[src/rtl/ex_alu_dpath_seq_pkg.sv]
// Shared widths, op-vector bit positions and FSM encodings for the sequential ALU datapath.
package ex_alu_dpath_seq_pkg;

    localparam int XLEN    = 32;
    localparam int SHAMT_W = 5;
    localparam int OP_W    = 11;

    localparam int OP_ADD  = 0;
    localparam int OP_SUB  = 1;
    localparam int OP_XOR  = 2;
    localparam int OP_SLL  = 3;
    localparam int OP_SRL  = 4;
    localparam int OP_SRA  = 5;
    localparam int OP_OR   = 6;
    localparam int OP_AND  = 7;
    localparam int OP_SLT  = 8;
    localparam int OP_SLTU = 9;
    localparam int OP_LUI  = 10;

    typedef enum logic [1:0] {
        ST_IDLE  = 2'd0,
        ST_SHIFT = 2'd1,
        ST_DONE  = 2'd2
    } state_e;

    typedef enum logic {
        SH_LEFT  = 1'b0,
        SH_RIGHT = 1'b1
    } shdir_e;

endpackage

[src/rtl/ex_alu_dpath_seq_comb.sv]
// Single-cycle ALU ops and op-vector legality check; shift ops are only flagged here.
module ex_alu_dpath_seq_comb
    import ex_alu_dpath_seq_pkg::*;
#(
    parameter int XLEN_P = XLEN
) (
    input  logic [OP_W-1:0]   op,
    input  logic [XLEN_P-1:0] op1,
    input  logic [XLEN_P-1:0] op2,
    output logic [XLEN_P-1:0] res,
    output logic              err,
    output logic              is_shift
);

    logic              legal;
    logic [XLEN_P-1:0] sum;
    logic [XLEN_P-1:0] diff;
    logic              lt_s;
    logic              lt_u;

    assign legal = $onehot(op);
    assign sum   = op1 + op2;
    assign diff  = op1 - op2;
    assign lt_s  = $signed(op1) < $signed(op2);
    assign lt_u  = op1 < op2;

    always_comb begin
        res      = '0;
        err      = ~legal;
        is_shift = legal & (op[OP_SLL] | op[OP_SRL] | op[OP_SRA]);
        // Illegal vectors fall through with res=0 so the top can report them directly.
        if (legal) begin
            res = ({XLEN_P{op[OP_ADD]}}  & sum)
                | ({XLEN_P{op[OP_SUB]}}  & diff)
                | ({XLEN_P{op[OP_XOR]}}  & (op1 ^ op2))
                | ({XLEN_P{op[OP_OR]}}   & (op1 | op2))
                | ({XLEN_P{op[OP_AND]}}  & (op1 & op2))
                | ({XLEN_P{op[OP_SLT]}}  & {{(XLEN_P-1){1'b0}}, lt_s})
                | ({XLEN_P{op[OP_SLTU]}} & {{(XLEN_P-1){1'b0}}, lt_u})
                | ({XLEN_P{op[OP_LUI]}}  & op2);
        end
    end

endmodule

[src/rtl/ex_alu_dpath_seq.sv]
// Sequential ALU datapath responder: 1-cycle ops via the comb block, shifts at one bit per cycle.
//   state    | meaning
//   ST_IDLE  | ready for a request
//   ST_SHIFT | iterating a shift, one bit per clock
//   ST_DONE  | result held until rsp_ready
module ex_alu_dpath_seq
    import ex_alu_dpath_seq_pkg::*;
#(
    parameter int XLEN    = ex_alu_dpath_seq_pkg::XLEN,
    parameter int SHAMT_W = ex_alu_dpath_seq_pkg::SHAMT_W
) (
    input  logic             clk,
    input  logic             rst,
    input  logic             req_valid,
    output logic             req_ready,
    input  logic [OP_W-1:0]  req_op,
    input  logic [XLEN-1:0]  req_op1,
    input  logic [XLEN-1:0]  req_op2,
    output logic             rsp_valid,
    input  logic             rsp_ready,
    output logic [XLEN-1:0]  rsp_res,
    output logic             rsp_err
);

    state_e             state_q, state_d;
    shdir_e             dir_q, dir_d;
    logic               fill_q, fill_d;
    logic [XLEN-1:0]    acc_q, acc_d;
    logic [SHAMT_W-1:0] cnt_q, cnt_d;
    logic [XLEN-1:0]    res_q, res_d;
    logic               err_q, err_d;

    logic [XLEN-1:0]    comb_res;
    logic               comb_err;
    logic               comb_is_shift;
    logic [XLEN-1:0]    acc_step;
    logic [SHAMT_W-1:0] shamt;
    logic               accept;

    ex_alu_dpath_seq_comb #(.XLEN_P(XLEN)) u_comb (
        .op       (req_op),
        .op1      (req_op1),
        .op2      (req_op2),
        .res      (comb_res),
        .err      (comb_err),
        .is_shift (comb_is_shift)
    );

    assign req_ready = (state_q == ST_IDLE) & ~rst;
    // A reset cycle must not let the consumer complete a handshake on a discarded op.
    assign rsp_valid = (state_q == ST_DONE) & ~rst;
    assign rsp_res   = res_q;
    assign rsp_err   = err_q;
    assign accept    = req_valid & req_ready;
    assign shamt     = req_op2[SHAMT_W-1:0];
    assign acc_step  = (dir_q == SH_LEFT) ? {acc_q[XLEN-2:0], 1'b0}
                                          : {fill_q, acc_q[XLEN-1:1]};

    always_comb begin
        state_d = state_q;
        dir_d   = dir_q;
        fill_d  = fill_q;
        acc_d   = acc_q;
        cnt_d   = cnt_q;
        res_d   = res_q;
        err_d   = err_q;
        case (state_q)
            ST_IDLE: begin
                if (accept) begin
                    if (comb_is_shift) begin
                        // sra replicates the captured sign; srl and sll shift in zeros.
                        dir_d  = req_op[OP_SLL] ? SH_LEFT : SH_RIGHT;
                        fill_d = req_op[OP_SRA] & req_op1[XLEN-1];
                        acc_d  = req_op1;
                        cnt_d  = shamt;
                        err_d  = 1'b0;
                        if (shamt == '0) begin
                            res_d   = req_op1;
                            state_d = ST_DONE;
                        end else begin
                            state_d = ST_SHIFT;
                        end
                    end else begin
                        res_d   = comb_res;
                        err_d   = comb_err;
                        state_d = ST_DONE;
                    end
                end
            end
            ST_SHIFT: begin
                acc_d = acc_step;
                cnt_d = cnt_q - SHAMT_W'(1);
                if (cnt_q == SHAMT_W'(1)) begin
                    res_d   = acc_step;
                    state_d = ST_DONE;
                end
            end
            ST_DONE: begin
                if (rsp_ready) begin
                    state_d = ST_IDLE;
                end
            end
            default: state_d = ST_IDLE;
        endcase
    end

    always_ff @(posedge clk) begin
        if (rst) begin
            state_q <= ST_IDLE;
            dir_q   <= SH_LEFT;
            fill_q  <= 1'b0;
            acc_q   <= '0;
            cnt_q   <= '0;
            res_q   <= '0;
            err_q   <= 1'b0;
        end else begin
            state_q <= state_d;
            dir_q   <= dir_d;
            fill_q  <= fill_d;
            acc_q   <= acc_d;
            cnt_q   <= cnt_d;
            res_q   <= res_d;
            err_q   <= err_d;
        end
    end

endmodule

[config.mk]
export PLATFORM = sky130hd
export DESIGN_NAME = ex_alu_dpath_seq
export DESIGN_NICKNAME = d
export VERILOG_FILES = /design/src/rtl/ex_alu_dpath_seq_pkg.sv /design/src/rtl/ex_alu_dpath_seq_comb.sv /design/src/rtl/ex_alu_dpath_seq.sv
export SDC_FILE = /design/constraint.sdc
export NUM_CORES = 1
export LEC_CHECK = 0
export CAP_MARGIN = 20
export CORE_AREA = 2 2 142 144
export CTS_CLUSTER_SIZE = 8
export DETAILED_ROUTE_END_ITERATION = 8
export DIE_AREA = 0 0 144 146
export PLACE_DENSITY = 0.82
export SYNTH_ARGS = -nofsm -noshare
export SYNTH_HDL_FRONTEND = slang
export SYNTH_SLANG_ARGS = --single-unit
[constraint.sdc]
create_clock -name clk -period 5.21 [get_ports clk]
set_input_delay 0.521 -clock clk [delete_from_list [all_inputs] [get_ports clk]]
set_output_delay 0.521 -clock clk [all_outputs]
set_load 0.05 [all_outputs]
### Word level (Yosys, flattened, before mapping)

Index checks and enable logic that the tools add are counted.

* register bits: 74
* output and inout bits: 35
* word-level logic and storage cells: 87

* equality and inequality tests: 9
* bitwise operators: 27
* $lt $le $gt $ge: 2
* add/sub/neg operators: 13
* reduce and logical (&&, ||, !) cells: 8
* mux-type cells: 21

Operators by type and width (number)
* two-way mux 32 bit: 8
* bitwise OR 32 bit: 8
* bitwise AND 32 bit: 7
* one-hot mux 32 bit (2 select lines): 2
* bitwise AND 32 x 1 -> 32 bit: 2
* less-than comparator 32 bit: 2
* adder 32 bit: 1
* subtractor 32 bit: 1
* bitwise XOR 32 bit: 1
* adder 4 bit: 4
* adder 1 x 1 -> 2 bit: 5
* two-way mux 2 bit: 5
* two-way mux 5 bit: 2
* one-hot mux 5 bit (2 select lines): 1
* AND reduction 3 bit: 3
* != test 2 bit (second input constant): 4
* one-hot mux 2 bit (3 select lines): 1
* bitwise AND 1 bit: 5
* equality test 5 x 1 -> 1 bit (second input constant): 1
* zero test 5 bit: 1
* subtractor 5 x 1 -> 5 bit (second input constant): 1
* adder 4 x 1 -> 4 bit: 1
* equality test 4 x 1 -> 1 bit (second input constant): 1
* AND reduction 4 bit: 1
* other kinds (9): 12

### Logic depth before layout (Yosys ltp)

* word-level depth: 13
* gate-level depth with buffers: 17

### Hierarchy

A second synthesis with hierarchy kept.

* cells, all modules: 1329
* area total of the unflattened synthesis: 9763.1 µm²

By module, submodules not included
* ex_alu_dpath_seq_comb: times used 1, area an instance 5519.0 µm², cells an instance 826
* ex_alu_dpath_seq: times used 1, area an instance 4244.1 µm², cells an instance 503

### Worst setup path before layout

No wires, ideal clock.

* path type: input port to flip-flop
* start: input req_op[4]
* end: register res_q[12] (netlist: rsp_res[12])
* cell stages on the path: 15
* arrival: 4574 ps
* slack: 519 ps
* path buffers: 1
* data required time: 5093 ps
* cell sequence: ha_1 > fa_1 > inv_1 > fa_1 > fa_1 > inv_1 > ha_1 > fa_1 > nor3b_1 > nand3_1 > o21bai_1 > a21o_1 > buf_1 > o21ai_0 > a22o_1

* longest elaborated chain between the ends: 9
* elaborated cells between the ends (all ways): 14
* classes of those cells: 4 x add/sub; 2 x eq/ne; 4 x mux; 3 x bitwise; 1 x reduce/logical

Ends and longest elaborated chain
* start: declaration: RTL line ex_alu_dpath_seq.sv:16 `input logic [OP_W-1:0] req_op,`
* adder 1 x 1 -> 2 bit (not written as such): RTL line ex_alu_dpath_seq_comb.sv:21 `assign legal = $onehot(op);`
* adder 4 bit (not written as such) (3 in series): RTL line ex_alu_dpath_seq_comb.sv:21
* equality test 4 x 1 -> 1 bit: RTL line ex_alu_dpath_seq_comb.sv:21
* two-way mux 32 bit / bitwise AND 1 bit (equally long branches): RTL line ex_alu_dpath_seq_comb.sv:32, ex_alu_dpath_seq_comb.sv:30
* two-way mux 32 bit: RTL line ex_alu_dpath_seq.sv:70 `if (comb_is_shift) begin`
* two-way mux 32 bit: RTL line ex_alu_dpath_seq.sv:69 `if (accept) begin`
* one-hot mux 32 bit (2 select lines): RTL line ex_alu_dpath_seq.sv:67 `case (state_q)`
* end signal: assignment: RTL line ex_alu_dpath_seq.sv:122 `res_q <= res_d;`
* end: declaration: RTL line ex_alu_dpath_seq.sv:30 `logic [XLEN-1:0] res_q, res_d;`

Parallel ways exist; a longest one is shown, timed or not. The select of a mux whose other input is x is not followed.
A chain may end at the register's enable or synchronous reset.

### Final worst setup path

* start: input req_op[2]
* end: register res_q[13] (netlist: rsp_res[13])

* longest elaborated chain between the ends: 11
* elaborated cells between the ends (all ways): 19
* classes of those cells: 4 x add/sub; 2 x eq/ne; 4 x mux; 8 x bitwise; 1 x reduce/logical

Ends and longest elaborated chain
* branches (longest 11 deep; another with adder 4 bit)

Several ways; the timed one is not identified. The select of a mux whose other input is x is not followed.

==> impl_metrics.ini <==
[outcome]
status = complete, no violations

[timing]
setup-violations-final = 0
post-route-min-period_ns = 4.98
maxSlewViolCount = 0
clock_skew_ns = 0.00558
slew_headroom_pct = 26.0
fin_crit_sh_pct = 95.5
finalHoldViolations = 0
fin_setup_tns_ns = 0
tightest_slew_ns = 1.11
rsz0062_at_grt = no
fmax_mhz = 201

[yosys]
synth_top_area_share_pct = 15.5
synth_edf_count = 0
yosysTopAreaCell = dfxtp_1
ys_seq_area_share_pct = 15.5
synth.most_common_cell = a21oi_1
synthTopCellsByArea = dfxtp_1, ha_1, a21oi_1
synth.distinct_cells = 84
synthTopCellsByCount = a21oi_1, nor2_1, inv_1
yosys_register_bits = 74
ys.flop_type = dfxtp_1
synth_area_mm2 = 0.00957
syn_inst = 1375
synth_nets = 1569
avgSynthCellArea_um2 = 6.96
yosys_warnings = 0
ys_async_sr_fraction_pct = 0

[global_route]
grt_max_degree = 57
grt.busiest_layer = met2
gr-usage-met2_pct = 52.7
antenna_found_initial = 0
grt_pass1_vias = 10600
overflow = 0
grt_use_total_pct = 33.5
gr-usage-met3_pct = 6.91
grt_pass1_wl_um = 56000
use_met1_pct = 43.3

[worst_hold_path]
hold_path.class = register to register
min_from = acc_q[11]
hold_depth = 2
min_to = acc_q[11]

[worst_setup_path]
crit_required_ns = 5.44
crit-reg2reg-launch = state_q[0]
r2r_slack_ns = 2.45
r2r_cells = 7
reg2reg_to = rsp_res[25]
slowest_delay_ns = 0.53
crit_type = input port to register
crit_slowest_cell = fa_1
worst_path_most_repeated_cell = fa_1
cp.arrival_ns = 5.21
endpoint_kind = register
crit_chain = clkdlybuf4s50_1 > ha_1 > inv_1 > fa_1 > fa_1 > fa_1 > inv_1 > ha_1 > fa_1 > nor3b_1 > buf_4 > nand3_1 > o21bai_1 > buf_4 > a21oi_4 > buf_12 > nor2_1 > nor3_1 > a311o_1
start_kind = input port
cp_max_fo = 24

[layout]
n_fill_cell = 1837
diodes = 0
layout.nets = 1646
drive_gt1_share_pct = 6.73
fin_area_mm2 = 0.0114
final_cells = 1722
area_growth_pct = 19.1

[clock_tree]
holdBufCountCts = 0
cts-htree-levels = 3
cts_buffers = 9
clkTransAtPathRegs_ns = 0.06
clk_latency_ns = 0.35
cts_tree = built
cts_buffer_depth = 2
postCtsSetupBuffers = 0
clock_sinks = 74
clockRootBuffer = clkbuf_16

[drt]
viasPerCell = 6.45
firstDrtPassIters = 6
dr_total_vias = 11100
ant_nets = 0
drtIter0Drc = 1062
drc = 0
routed_wl_um = 35700
wl_per_cell_um = 20.7

[power_and_ir_drop]
leakage_nw = 4.64
worst_ir_drop_vdd_mv = 0.208
p_per_area_mw_per_mm2 = 272
total_power_w = 0.00311

[floorplanning]
core-area_mm2 = 0.0193
dieArea_mm2 = 0.0210
rows = 51
die_h_um = 146
start_util_pct = 49.5
io_pins = 114
die_w_um = 144

[flow_run]
timing.max_cap.violations = 0

[placed_design]
portBuffers = 113
dp.cells = 1705
dpl-instance-area_mm2 = 0.0111
place_hpwl_um = 27000
gp_congestion = 0.993
==> worst max path at each step <==
| stage | endpoint | slack, ns | cells after the start | startpoint |
|---|---|---|---|---|
| 6_report | rsp_res[13] | 0.23 | 19 | req_op[2] |
| 5_1_grt | rsp_res[29] | 0.03 | 18 | req_op[7] |
| 4_1_cts | rsp_res[30] | 0.22 | 19 | req_op[7] |
| 3_5_place_dp | rsp_res[30] | -0.06 | 19 | req_op[7] |
| 3_3_place_gp | rsp_res[30] | 0.07 | 19 | req_op[7] |
| 2_1_floorplan | rsp_res[12] | 0.52 | 15 | req_op[4] |
==> power breakdown <==
group          switching [W]  internal, W  total [W]
Clock               0.000258     0.000421   0.000679
Combinational        0.00103     0.000650    0.00168
Sequential         0.0000850     0.000658   0.000743
Total                0.00138      0.00173    0.00311
==> cell families after synthesis <==
family                   Yosys count  synth area share (%)
buffers and inverters            204                  8.27
adder cells (fa/ha/maj)          115                  15.7
AND/OR/NAND/NOR                  423                  20.8
flip-flops                        74                  15.5
AO/OA/AOI/OAI                    505                  34.3
multiplexers                      39                  4.17
XOR/XNOR                          15                  1.37
==> critical path, delay by kind of cell <==
| family | cells | cell delay, ns |
|---|---|---|
| compound gates | 3 | 0.65 |
| fa+ha+maj | 6 | 2.42 |
| simple gates | 4 | 0.48 |
| buf+inv | 6 | 1.14 |
==> routing by layer <==
layer,wire length [um],up-vias
met4,1990,0
met1,14500,5158
li1,-,5126
met2,15900,678
met3,3270,146
met5,0,-
==> stage by stage <==
stage	setup slack (ns)	hold slack [ns]	utilization (%)
final	0.232	0.479	59.0
after global routing	0.0315	0.491	59.0
after CTS	0.221	0.477	58.9
after detailed placement	-0.0594	0.468	57.3
after global placement	0.0712	0.461	57.3
after floorplan	0.519	0.444	-
==> area by class of cell <==
| cell class | count | area [um^2] | area share [%] |
|---|---|---|---|
| multi-input cells | 1097 | 7330 | 64.3 |
| repair buffers | 156 | 1510 | 13.2 |
| well taps | 265 | 332 | 2.91 |
| inverters | 114 | 428 | 3.75 |
| clock buffers | 10 | 229 | 2.01 |
| clock inverters | 6 | 91.3 | 0.801 |
| flip-flops and latches | 74 | 1480 | 13.0 |
==> flip-flops by register name, summed over array words and instances (netlist names) <==
| name | flops |
|---|---|
| acc_q | 32 |
| cnt_q | 5 |
| dir_q | 1 |
| fill_q | 1 |
| rsp_err | 1 |
| rsp_res | 32 |
| state_q | 2 |
==> timing repair <==
item                                    CTS  global route
gates resized for setup                   0             1
endpoints found under the setup margin    0             1
endpoints found under the hold margin     0             0
==> cell usage in the layout (no fill, tap or decap), types with 6 or more instances in the layout <==
cell type,instances
a211oi_1,24
a21o_1,23
a21oi_1,179
a221o_1,8
a221oi_1,18
a22oi_1,18
a31oi_1,8
and3_1,7
buf_4,37
clkbuf_16,9
clkdlybuf4s50_1,112
dfxtp_1,73
fa_1,8
ha_1,107
inv_1,113
mux2_2,7
mux2i_1,32
nand2_1,93
nand2b_1,12
nand3_1,23
nand3b_1,6
nand4_1,13
nor2_1,159
nor2b_1,12
nor3_1,40
nor3b_1,6
nor4_1,11
o211ai_1,15
o21a_1,10
o21ai_0,95
o21bai_1,10
o22ai_1,7
o31ai_1,17
or2_2,9
or3_1,12
xnor2_1,13
Note: power is estimated with default switching activity, not from simulation.
